===== config.mk =====
export PLATFORM = sky130hd
export DESIGN_NAME = spu_result_queue
export DESIGN_NICKNAME = d
export VERILOG_FILES = /design/src/rtl/spu_result_queue.sv
export SDC_FILE = /design/constraint.sdc
export NUM_CORES = 1
export LEC_CHECK = 0
export CAP_MARGIN = 40
export CELL_PAD_IN_SITES_DETAIL_PLACEMENT = 0
export CELL_PAD_IN_SITES_GLOBAL_PLACEMENT = 2
export CORE_UTILIZATION = 27
export DETAILED_ROUTE_END_ITERATION = 16
export PLACE_DENSITY = 0.68
export SYNTH_ARGS = -nofsm -noshare
export SYNTH_HDL_FRONTEND = slang
export SYNTH_SLANG_ARGS = --single-unit

===== constraint.sdc =====
create_clock -name clk -period 5.3 [get_ports clk]
set_clock_uncertainty 0.1 [all_clocks]
set_input_delay 1.06 -clock clk [delete_from_list [all_inputs] [get_ports clk]]
set_output_delay 1.06 -clock clk [all_outputs]
set_load 0.02 [all_outputs]

===== src/rtl/spu_result_queue.sv =====
// Result-record FIFO between the SPU result encoder and the NOU response arbiter.
// Absorbs non-stallable bursts, drops and flags on overflow, keeps saturating stats.
module spu_result_queue #(
  parameter int unsigned SID_W    = 4,
  parameter int unsigned PKT_ID_W = 16,
  parameter int unsigned TYPE_W   = 4,
  parameter int unsigned ERR_W    = 5,
  parameter int unsigned DEPTH    = 8,
  parameter int unsigned CNT_W    = 16,
  localparam int unsigned AW      = $clog2(DEPTH)
) (
  input  logic                clk,
  input  logic                rst,
  input  logic                in_vld,
  input  logic [SID_W-1:0]    in_sid,
  input  logic [TYPE_W-1:0]   in_type,
  input  logic [PKT_ID_W-1:0] in_pkt_id,
  input  logic                in_status,
  input  logic [ERR_W-1:0]    in_err_code,
  output logic                rsp_vld,
  input  logic                rsp_ready,
  output logic [SID_W-1:0]    rsp_sid,
  output logic [TYPE_W-1:0]   rsp_type,
  output logic [PKT_ID_W-1:0] rsp_pkt_id,
  output logic                rsp_status,
  output logic [ERR_W-1:0]    rsp_err_code,
  output logic [AW:0]         fill_level,
  output logic                almost_full,
  output logic                ovf_sticky,
  input  logic                ovf_clr,
  output logic [CNT_W-1:0]    ok_cnt,
  output logic [CNT_W-1:0]    err_cnt,
  output logic [CNT_W-1:0]    drop_cnt,
  output logic [SID_W-1:0]    last_err_sid,
  output logic [ERR_W-1:0]    last_err_code
);

  localparam int unsigned REC_W = SID_W + TYPE_W + PKT_ID_W + 1 + ERR_W;
  localparam logic [AW:0] AF_LVL = (AW+1)'(DEPTH - 1);

  logic [REC_W-1:0] r_mem [DEPTH];
  logic [AW:0]      r_wr_ptr;
  logic [AW:0]      r_rd_ptr;
  logic             r_ovf;
  logic [CNT_W-1:0] r_ok_cnt;
  logic [CNT_W-1:0] r_err_cnt;
  logic [CNT_W-1:0] r_drop_cnt;
  logic [SID_W-1:0] r_last_sid;
  logic [ERR_W-1:0] r_last_code;

  logic [AW:0] w_fill;
  logic        w_empty;
  logic        w_full;
  logic        w_pop;
  logic        w_push;
  logic        w_drop;

  always_comb begin
    w_fill  = r_wr_ptr - r_rd_ptr;
    w_empty = (r_wr_ptr == r_rd_ptr);
    w_full  = (r_wr_ptr == {~r_rd_ptr[AW], r_rd_ptr[AW-1:0]});
    w_pop   = !w_empty && rsp_ready;
    // a pop in the same cycle frees the slot, so a full queue still accepts
    w_push  = in_vld && (!w_full || w_pop);
    w_drop  = in_vld && w_full && !w_pop;
  end

  // storage is deliberately not reset
  always_ff @(posedge clk) begin
    if (!rst && w_push)
      r_mem[r_wr_ptr[AW-1:0]] <= {in_sid, in_type, in_pkt_id, in_status, in_err_code};
  end

  always_ff @(posedge clk) begin
    if (rst) begin
      r_wr_ptr    <= '0;
      r_rd_ptr    <= '0;
      r_ovf       <= 1'b0;
      r_ok_cnt    <= '0;
      r_err_cnt   <= '0;
      r_drop_cnt  <= '0;
      r_last_sid  <= '0;
      r_last_code <= '0;
    end else begin
      if (w_push)
        r_wr_ptr <= r_wr_ptr + (AW+1)'(1);
      if (w_pop)
        r_rd_ptr <= r_rd_ptr + (AW+1)'(1);
      if (w_drop) begin
        r_ovf <= 1'b1;
        if (r_drop_cnt != '1)
          r_drop_cnt <= r_drop_cnt + CNT_W'(1);
      end else if (ovf_clr) begin
        r_ovf <= 1'b0;
      end
      if (in_vld && !in_status && r_ok_cnt != '1)
        r_ok_cnt <= r_ok_cnt + CNT_W'(1);
      if (in_vld && in_status) begin
        if (r_err_cnt != '1)
          r_err_cnt <= r_err_cnt + CNT_W'(1);
        r_last_sid  <= in_sid;
        r_last_code <= in_err_code;
      end
    end
  end

  assign {rsp_sid, rsp_type, rsp_pkt_id, rsp_status, rsp_err_code} = r_mem[r_rd_ptr[AW-1:0]];
  assign rsp_vld       = !w_empty;
  assign fill_level    = w_fill;
  assign almost_full   = (w_fill >= AF_LVL);
  assign ovf_sticky    = r_ovf;
  assign ok_cnt        = r_ok_cnt;
  assign err_cnt       = r_err_cnt;
  assign drop_cnt      = r_drop_cnt;
  assign last_err_sid  = r_last_sid;
  assign last_err_code = r_last_code;

endmodule


; Word level (Yosys, flattened, before mapping)
; Memories as Yosys holds them, arrays and structs flattened. A register that Yosys moved wholly into a read port is not among the register bits.
; Cells that the tools add are included.
[totals]
reg_bits = 66
n_memories = 1
ramBits = 240
inputBits = 35
elab_cells = 45
[op_classes]
magnitude_cmp = 1
reduce_logical = 17
n_mux = 6
n_eq_ne = 5
n_addsub = 6
n_bitwise = 1
[memory_table]
columns = name, depth, word_bits, rd, rd_clocked_by_memory_dff, wr, line_no
row1 = r_mem, 8, 30, 1, 1, 1, 41  ; logic [REC_W-1:0] r_mem [DEPTH];
[op_table]
columns = op, count
row1 = "16-bit by 1-bit adder with 16-bit output, second input constant", 3
row2 = "16-bit inequality test, second input constant", 3
row3 = "4-bit by 1-bit adder with 4-bit output, second input constant", 2
row4 = 4-bit equality test, 2
row5 = 1-bit logical AND, 8
row6 = 3-bit two-way mux, 2
row7 = 1-bit logical NOT, 5
row8 = "4-bit by 3-bit greater-or-equal comparator with 1-bit output, second input constant", 1
row9 = 1-bit two-way mux, 4
row10 = 2-bit AND reduction, 2
row11 = 4-bit subtractor, 1
row12 = 2-bit nonzero test, 1
row13 = 1-bit logical OR, 1
row14 = 1-bit NOT, 1

; Logic depth before layout (Yosys ltp)
; Gate-level depths: netlist (run 1).
[depth]
word_depth = 8
mapped_depth = 8
ltp_nobuf = 7

; Worst setup path after synthesis (run 1)
; No wires, ideal clock.
[synth_timing]
kind = input port to flip-flop
startpoint = input in_vld
endpoint = memory r_mem[1][0] (netlist name), enable pin
cell_stages = 5
arrival_ns = 3.731
t_required_ns = 4.745
slack_ns = 1.015
setup_time_ns = 0.455
path_buffers = 1
cell_sequence = clkbuf_1 o31ai_1 nor2_1 nand2_1 nor3_1
[synth_via]
elab_chain_len = 4
[synth_lines]
columns = element, line_no
row1 = "start, declared", 14  ; input logic in_vld,
row2 = 1-bit logical AND, 64  ; w_push = in_vld && (!w_full || w_pop);
row3 = 1-bit logical AND, 70  ; if (!rst && w_push)
row4 = 1-bit two-way mux, 70
row5 = 1-bit two-way mux (not written as such), 71  ; r_mem[r_wr_ptr[AW-1:0]] <= {in_sid, in_type, in_pkt_id, in_status, in_err_code};
row6 = "end, declared", 41
; No other way between the ends.

==> impl_metrics.tcl, run 1 <==
set metrics [dict create \
    fin_cells 1505 \
    p_leak_uw 0.00476 \
    track_usage_pct 12.0 \
    post_drt_wl_per_cell_um 18.3 \
    synthTopCellsByCount "240 x edfxtp_1, 69 x dfxtp_1, 60 x mux4_2" \
    die_y_um 215 \
    arrival_ns 2.94 \
    dr.first_iter.drc_count 314 \
    grt_pass1_vias 7075 \
    post-place-ws_ns 1.35 \
    postLayoutSetupSlackWorst_ns 1.20 \
    cts_resized 0 \
    ys_types 45 \
    pwr-share-seq_pct 46.3 \
    critical_path.max_fanout 42 \
    worstSetupStartpointType "flip-flop" \
    p_sw_share_pct 23.2 \
    dr_wl_met3_um 1740 \
    cp.required_ns 4.14 \
    port_buffers 128 \
    worstSetupPathType "reg2out" \
    r2r-start "r_wr_ptr[1]" \
    p_int_uw 4470 \
    synth_top_flop_cell "edfxtp_1" \
    clock_sinks 309 \
    tns_ns 0 \
    ir_drop_mv 0.190 \
    synthTopCellsByArea "edfxtp_1 59%, dfxtp_1 11%, mux4_2 11%, mux2_2 2.9%, xnor2_1 2.4%" \
    avgSynthCellArea_um2 16.5 \
    ys_ff_latch 309 \
    globalplace.congestion 0.713 \
    viasPerCell 4.47 \
    post-route-drc-count 0 \
    maxCapViolCount 0 \
    drt-met1-wl_um 12500 \
    cts_tree "yes" \
    cts_root_buffer "clkbuf_16" \
    antenna_found_initial 0 \
    synthCells 740 \
    grt_first_pass_wirelength_um 42700 \
    post_cts_buffers 0 \
    placed_cells 1442 \
    grt_setup_unrepaired "false" \
    finalSetupViolations 0 \
    wl_um 27500 \
    worstMarginPinSlew_ns 0.861 \
    synthArstFlopShare_pct 0 \
    synth.top_cell.area_share_pct 58.9 \
    holdCritStartpoint "last_err_sid[0]" \
    slew_violations 0 \
    drive_gt1_share_pct 18.3 \
    htreeDepth 2 \
    met2_wirelength_um 12700 \
    slew_headroom_pct 42.5 \
    fin_crit_ns 4.10 \
    ys_seq_area_share_pct 70.2 \
    nNetsFinal 931 \
    cts_buffer_depth 3 \
    num_io_pins 129 \
    hold_viol 0 \
    synth-edff-count 240 \
    drt-pass1-iter-count 4 \
    powerDensity_nw_per_um2 374 \
    cts_buffers 35 \
    syn2layout_area_growth_pct 27.0 \
    std_cell_rows 77 \
    net-switching-power_uw 1350 \
    synthesis.area_um2 12200 \
    place_hpwl_um 17500 \
    yosysTopAreaCell "edfxtp_1" \
    coreArea_um2 44500 \
    fmax_mhz 244 \
    grt_max_degree 69 \
    cts.reportedPaths.clkPinSlew_ns 0.06 \
    p_comb_share_pct 13.4 \
    ctsHoldBuffers 0 \
    dieArea_um2 46200 \
    synth_fp_nets 784 \
    top_layer "met4" \
    grt_overflow 0 \
    die_w_um 215 \
    ant_nets 0 \
    holdCritPathClass "reg2reg" \
    period_share_pct 77.4 \
    clkLatencyLatePin_ns 0.51 \
    power_frac_clock_pct 40.3 \
    outcome "completed" \
    synth_most_common_cell "edfxtp_1" \
    vias 6726 \
    start_util_pct 27.5 \
    ys_warn_count 0 \
    critPathCaptureType "output port" \
]
[state kept, by name, indices dropped and copies added, names as in the netlist, named ones only]
name           count
ok_cnt            16
drop_cnt          16
r_rd_ptr           4
r_mem            240
err_cnt           16
last_err_code      5
last_err_sid       4
r_wr_ptr           4
ovf_sticky         1
[metal layers]
metal	global-route usage, %	up-vias
met2	19.2	158
met5	0	-
met3	3.31	38
li1	-	3172
met1	16.1	3358
met4	3.14	0
[cell families after synthesis]
group                      Yosys count  synth area share (%)
buffers and inverters               43                  1.40
adders and majority gates            9                 0.981
and+or+nand+nor                    199                  8.04
AOI/OAI and AO/OA                   41                  2.05
muxes                               94                  14.1
DFF                                309                  70.2
xor gates and xnor gates            45                  3.22
[cell type report]
| class | count | area, um2 |
|---|---|---|
| clock inverter | 19 | 204 |
| clock buffer | 43 | 906 |
| timing repair buffer | 143 | 1520 |
| inverter | 10 | 37.5 |
| fill | 4295 | 29000 |
| antenna | 1 | 2.50 |
| tap | 592 | 741 |
| sequential | 309 | 8590 |
| multi-input combinational | 388 | 3530 |
[through the flow]
| stage | utilization, % | power, uW | instance area [um2] | hold WS [ns] |
|---|---|---|---|---|
| floorplan | - | 3220 | 12200 | 0.370 |
| global placement | 32.0 | 3540 | 14300 | 0.345 |
| detailed placement | 32.4 | 3540 | 14400 | 0.350 |
| CTS | 34.9 | 5920 | 15500 | 0.365 |
| global route | 34.9 | 6050 | 15500 | 0.385 |
| finish | 34.9 | 5820 | 15500 | 0.362 |
[power by group through the flow]
stage | Sequential (uW) | Clock, uW | Combinational, uW
floorplan | 2720 | 0 | 497
global placement | 2750 | 0 | 792
detailed placement | 2750 | 0 | 797
CTS | 2690 | 2430 | 801
global route | 2700 | 2510 | 840
finish | 2690 | 2350 | 777
[layout by cell type (no fill, tap or decap), types with 4 or more instances in the layout]
master | Yosys | layout
nor3_1 | 15 | 13
clkbuf_16 | 0 | 35
a211oi_1 | 5 | 5
o21ai_0 | 5 | 5
xor2_1 | 11 | 11
ha_1 | 8 | 8
mux4_2 | 60 | 60
nand4_1 | 12 | 12
inv_1 | 10 | 10
clkdlybuf4s50_1 | 0 | 127
edfxtp_1 | 240 | 240
buf_4 | 0 | 7
nand3_1 | 20 | 20
buf_16 | 0 | 6
nor4_1 | 8 | 8
clkbuf_1 | 23 | 8
xnor2_1 | 34 | 34
and4_1 | 7 | 7
mux2_2 | 31 | 31
clkinv_1 | 0 | 10
nand2_1 | 45 | 45
and3_1 | 7 | 7
nor3_2 | 2 | 4
dfxtp_1 | 69 | 66
nor2_4 | 0 | 6
bufinv_16 | 0 | 4
nand2b_1 | 5 | 5
nor2_1 | 59 | 53
a21oi_1 | 19 | 19
[worst max-delay path: stages, from the launching register on]
cell and delay, ns:
dfxtp_4 0.60, buf_12 0.38, mux4_2 0.56, mux2_2 0.31
clkdlybuf4s50_1 0.56
[path summary, 6_finish.rpt]
path                endpoint  slack, ns  cells after the start
min          last_err_sid[0]       0.36                      2
max reg2reg     r_mem[3][19]       2.19                      7
min reg2reg  last_err_sid[0]       0.36                      2
max          rsp_err_code[0]       1.20                      4
No activity file was read; power rests on OpenSTA's default activity.
==> run 2: changes to the inputs <==
==> constraint.sdc (replaced) <==
create_clock -name clk -period 3.97 [get_ports clk]
set_clock_uncertainty 0.1 [all_clocks]
set_input_delay 0.794 -clock clk [delete_from_list [all_inputs] [get_ports clk]]
set_output_delay 0.794 -clock clk [all_outputs]
set_load 0.02 [all_outputs]
==> run 2 against run 1 <==
Against the previous run: total power increased by 32%; critical path type unchanged; global-route usage increased by 0.17 points; clock-buffer cell count unchanged; via count increased by 2.2%.
==> impl_metrics.tcl, run 2 (same netlist as run 1, synthesis figures left out) <==
set metrics [dict create \
    outcome "completed" \
    grt_first_pass_wirelength_um 43300 \
    net-switching-power_uw 1820 \
    worstMarginPinSlew_ns 0.789 \
    clock_sinks 309 \
    worstSetupPathType "reg2out" \
    drt-pass1-iter-count 4 \
    drive_gt1_share_pct 19.2 \
    final_cell_mix "240 x edfxtp_1, 127 x clkdlybuf4s50_1, 66 x dfxtp_1" \
    ir_drop_mv 0.245 \
    cts_resized 0 \
    start_util_pct 27.5 \
    fmax_mhz 272 \
    tns_ns 0 \
    power_frac_clock_pct 39.2 \
    r2r-end "r_mem[3][28]" \
    cp.required_ns 3.08 \
    coreArea_um2 44500 \
    p_leak_uw 0.00475 \
    fin_crit_ns 3.67 \
    num_io_pins 129 \
    vias 6871 \
    slew_headroom_pct 47.4 \
    dr.first_iter.drc_count 448 \
    finalSetupViolations 0 \
    slew_violations 0 \
    grt_max_degree 69 \
    place_area_um2 14400 \
    wl_um 28300 \
    period_share_pct 92.5 \
    holdCritPathClass "reg2reg" \
    clkLatencyLatePin_ns 0.51 \
    grt_pass1_vias 7120 \
    post_drt_wl_per_cell_um 18.7 \
    ant_nets 0 \
    rr_worst_depth 7 \
    maxCapViolCount 0 \
    finish.instance_area_um2 15500 \
    grt_setup_unrepaired "false" \
    cts_root_buffer "clkbuf_16" \
    std_cell_rows 77 \
    r2r_slack_ns 1.11 \
    post_cts_buffers 0 \
    dieArea_um2 46200 \
    antenna_found_initial 1 \
    cp_cell_sequence "buf_12 > mux4_2 > mux2_2 > clkdlybuf4s50_1" \
    powerDensity_nw_per_um2 496 \
    port_buffers 128 \
    crit_cells 4 \
    viasPerCell 4.55 \
    syn2layout_area_growth_pct 26.4 \
    nNetsFinal 938 \
    critical_path.max_fanout 36 \
    grt_overflow 0 \
    cts.reportedPaths.clkPinSlew_ns 0.06 \
    hold_viol 0 \
    post-place-ws_ns 0.718 \
    layout_commonest_cell "edfxtp_1" \
    ctsHoldBuffers 0 \
    cts_buffers 35 \
    critPathMaxStageDelay_ns 0.69 \
    die_y_um 215 \
    r2r-start "r_wr_ptr[1]" \
    largest_reg_flops 240 \
    critical_path.top_delay_family "buffers and inverters" \
    arrival_ns 2.78 \
    track_usage_pct 12.2 \
    globalplace.congestion 0.716 \
    p_sw_share_pct 23.7 \
    htreeDepth 2 \
    p_int_uw 5850 \
    cp-endpoint "rsp_err_code[0]" \
    antennaDiodeCount 0 \
    critPathSlowestCell "dfxtp_2" \
    crit_buf_inv 2 \
    postLayoutSetupSlackWorst_ns 0.298 \
    die_w_um 215 \
    cts_buffer_depth 3 \
    place_hpwl_um 17300 \
    pwr-share-seq_pct 46.9 \
    worstSetupStartpointType "flip-flop" \
    p_comb_share_pct 13.9 \
    post-route-drc-count 0 \
    whs_ns 0.359 \
    critPathCaptureType "output port" \
    cts_tree "yes" \
    total_power_uw 7670 \
]
==> run 2: changes by cell type in the layout (fill, tap and decap cells not counted), sizes merged <==
cell	change
buf	+7
bufinv	-2
clkinv	+4
clkinvlp	-1
diode	-1
inv	-2
==> run 2: final cells by class <==
class	count	area, um2
clock buffer	43	906
clock inverter	18	154
multi-input combinational	388	3550
fill	4286	29000
tap	592	741
timing repair buffer	150	1490
inverter	10	37.5
sequential	309	8590
==> run 2: worst register-to-register path, delay by kind of cell, from the launching register on <==
family | cells | cell delay (ns)
AO/OA/AOI/OAI | 1 | 0.14
adder cells (fa/ha/maj) | 1 | 0.34
buffers and inverters | 1 | 0.26
flip-flops | 1 | 0.59
AND/OR/NAND/NOR | 4 | 1.13
==> run 2: routing by layer <==
layer | GRT usage, % | vias up | part of all wire [%]
met5 | 0 | - | 0.039
met3 | 3.09 | 45 | 5.6
li1 | - | 3188 | -
met2 | 19.6 | 159 | 47
met1 | 16.4 | 3477 | 46
met4 | 3.05 | 2 | 1.8
==> run 2: power by group through the flow <==
stage	clock (uW)	combinational, uW	sequential [uW]
3_5_place_dp	0	1090	3670
2_1_floorplan	0	664	3630
3_3_place_gp	0	1090	3660
5_1_grt	3220	1150	3600
4_1_cts	3120	1100	3600
6_report	3010	1070	3590
==> run 2: how the worst min path moves through the flow <==
| stage | slack (ns) | end | from | depth (start not counted) |
|---|---|---|---|---|
| after CTS | 0.36 | last_err_sid[2] | last_err_sid[2] | 2 |
| after floorplan | 0.37 | r_rd_ptr[3] | r_rd_ptr[3] | 2 |
| after global routing | 0.39 | last_err_code[4] | last_err_code[4] | 2 |
| after global placement | 0.35 | last_err_code[1] | last_err_code[1] | 2 |
| after detailed placement | 0.36 | last_err_sid[2] | last_err_sid[2] | 2 |
| final | 0.36 | last_err_sid[2] | last_err_sid[2] | 2 |
==> run 2: through the flow <==
stage                     std cells  utilization, %
after global placement         1448            32.4
final                          1510            34.8
after CTS                      1510            34.8
after detailed placement       1449            32.4
after global routing           1510            34.8
after floorplan                 740               -
==> run 3: changes to the inputs <==
--- a/config.mk
+++ b/config.mk
@@ -8,9 +8,9 @@
 export CAP_MARGIN = 40
 export CELL_PAD_IN_SITES_DETAIL_PLACEMENT = 0
 export CELL_PAD_IN_SITES_GLOBAL_PLACEMENT = 2
-export CORE_UTILIZATION = 27
+export CORE_UTILIZATION = 40
 export DETAILED_ROUTE_END_ITERATION = 16
-export PLACE_DENSITY = 0.68
+export PLACE_DENSITY = 0.89
 export SYNTH_ARGS = -nofsm -noshare
 export SYNTH_HDL_FRONTEND = slang
 export SYNTH_SLANG_ARGS = --single-unit
==> run 3 against run 2 <==
Against the previous run: global-route usage increased by 4.5 points; final area decreased by 1.6%; die area fell by 32%; worst setup slack got worse by 0.0060 ns; total power is 2.7% lower; critical path type unchanged; critical endpoint unchanged; largest cell class unchanged.
==> impl_metrics.tcl, run 3 (same netlist as run 1, synthesis figures left out) <==
set metrics [dict create \
    cts_resized 0 \
    r2r_slack_ns 1.31 \
    post_cts_buffers 0 \
    antenna_found_initial 1 \
    layout_commonest_cell "edfxtp_1" \
    cts_root_buffer "clkbuf_16" \
    htreeDepth 2 \
    worstMarginPinSlew_ns 0.742 \
    die_y_um 177 \
    vias 6796 \
    globalplace.congestion 0.748 \
    die_w_um 177 \
    p_leak_uw 0.00471 \
    post_drt_wl_per_cell_um 19.7 \
    std_cell_rows 63 \
    ctsHoldBuffers 0 \
    final_cell_mix "240 x edfxtp_1, 127 x clkdlybuf4s50_1, 66 x dfxtp_1" \
    critPathSlowestCell "clkdlybuf4s50_1" \
    fillers 2442 \
    drt-pass1-iter-count 5 \
    largest_reg_flops 240 \
    critical_path.top_delay_family "buffers and inverters" \
    clkLatencyLatePin_ns 0.50 \
    fmax_mhz 272 \
    hold_viol 0 \
    coreArea_um2 29900 \
    grt_first_pass_wirelength_um 39500 \
    grt_pass1_vias 7000 \
    cts_buffers 35 \
    holdCritPathClass "reg2reg" \
    grt_overflow 0 \
    worstSetupStartpointType "flip-flop" \
    num_io_pins 129 \
    cts_buffer_depth 3 \
    cp.required_ns 3.08 \
    critical_path.max_fanout 17 \
    clock_sinks 309 \
    cp_cell_sequence "buf_4 > mux4_2 > mux2_2 > clkdlybuf4s50_1" \
    viasPerCell 5.21 \
    track_usage_pct 16.7 \
    grt_max_degree 69 \
    wl_um 25700 \
    powerDensity_nw_per_um2 490 \
    total_power_uw 7460 \
    period_share_pct 92.7 \
    ir_drop_mv 0.216 \
    syn2layout_area_growth_pct 24.3 \
    slew_violations 0 \
    nNetsFinal 935 \
    ant_nets 0 \
    critPathCaptureType "output port" \
    worstSetupPathType "reg2out" \
    finalSetupViolations 0 \
    drive_gt1_share_pct 18.7 \
    port_buffers 128 \
    outcome "completed" \
    slew_headroom_pct 50.1 \
    start_util_pct 41.0 \
    cts_tree "yes" \
    maxCapViolCount 0 \
    tns_ns 0 \
    arrival_ns 2.78 \
    post-route-drc-count 0 \
    dr.first_iter.drc_count 397 \
    fin_crit_ns 3.68 \
    grt_setup_unrepaired "false" \
    dieArea_um2 31300 \
    cts.reportedPaths.clkPinSlew_ns 0.06 \
    place_hpwl_um 15200 \
    crit_buf_inv 2 \
    critPathMaxStageDelay_ns 0.57 \
]
==> run 3: changes by cell type in the layout (fill, tap and decap cells not counted) <==
cell / change
clkinv_1: -2
diode_2: +1
clkinv_2: -1
buf_1: +1
buf_4: -9
buf_2: -1
clkinvlp_4: +2
buf_12: +6
clkbuf_1: +1
bufinv_16: -2
==> run 3: cell type report <==
class / instances / area (um2) / area share [%]
Sequential cell: 309 / 8590 / 56.5
Multi-Input combinational cell: 388 / 3550 / 23.3
Timing Repair Buffer: 147 / 1540 / 10.1
Clock buffer: 44 / 910 / 5.98
Tap cell: 390 / 488 / 3.21
Clock inverter: 15 / 96.3 / 0.633
Inverter: 10 / 37.5 / 0.247
Antenna cell: 1 / 2.50 / 0.0164
==> run 3: metrics by stage <==
stage | hold slack [ns] | cell area (um2) | utilization, % | cells | setup slack (ns)
2_1_floorplan | 0.370 | 12200 | - | 740 | 0.754
3_3_place_gp | 0.342 | 14200 | 47.5 | 1243 | 0.770
3_5_place_dp | 0.351 | 14200 | 47.6 | 1244 | 0.750
4_1_cts | 0.362 | 15200 | 50.9 | 1303 | 0.209
5_1_grt | 0.373 | 15200 | 50.9 | 1303 | 0.142
6_report | 0.358 | 15200 | 50.9 | 1304 | 0.292
==> run 3: worst paths after layout <==
check                          to  cells past startpoint             from
setup / recovery  rsp_err_code[0]                      4        flip-flop
hold / removal    last_err_sid[1]                      2  last_err_sid[1]
setup reg to reg     drop_cnt[15]                      6      r_wr_ptr[2]
hold reg to reg   last_err_sid[1]                      2  last_err_sid[1]
==> run 3: worst reg2reg max path, cell delays in order, from the launching register on <==
cell     delay [ns]
dfxtp_1        0.54
ha_1           0.28
nand3_1        0.17
or4_1          0.65
or2_1          0.30
nor3_2         0.17
mux2_2         0.34
==> run 3: per-layer routing <==
layer	share of wire [%]	GRT usage, %	wire length [um]	up-vias
met2	46	27.0	11900	207
met4	1.7	4.67	444	2
met1	44	22.4	11300	3365
met3	8.1	4.19	2080	40
met5	0.051	0	13	-
li1	-	-	-	3182
==> run 3: where the power goes <==
| part | switching, uW | internal [uW] | leakage [uW] | total [uW] |
|---|---|---|---|---|
| sequential | 59.8 | 3540 | 0.00273 | 3600 |
| combinational | 480 | 552 | 0.00149 | 1030 |
| clock | 1200 | 1630 | 0.000487 | 2830 |
| total | 1740 | 5720 | 0.00471 | 7460 |
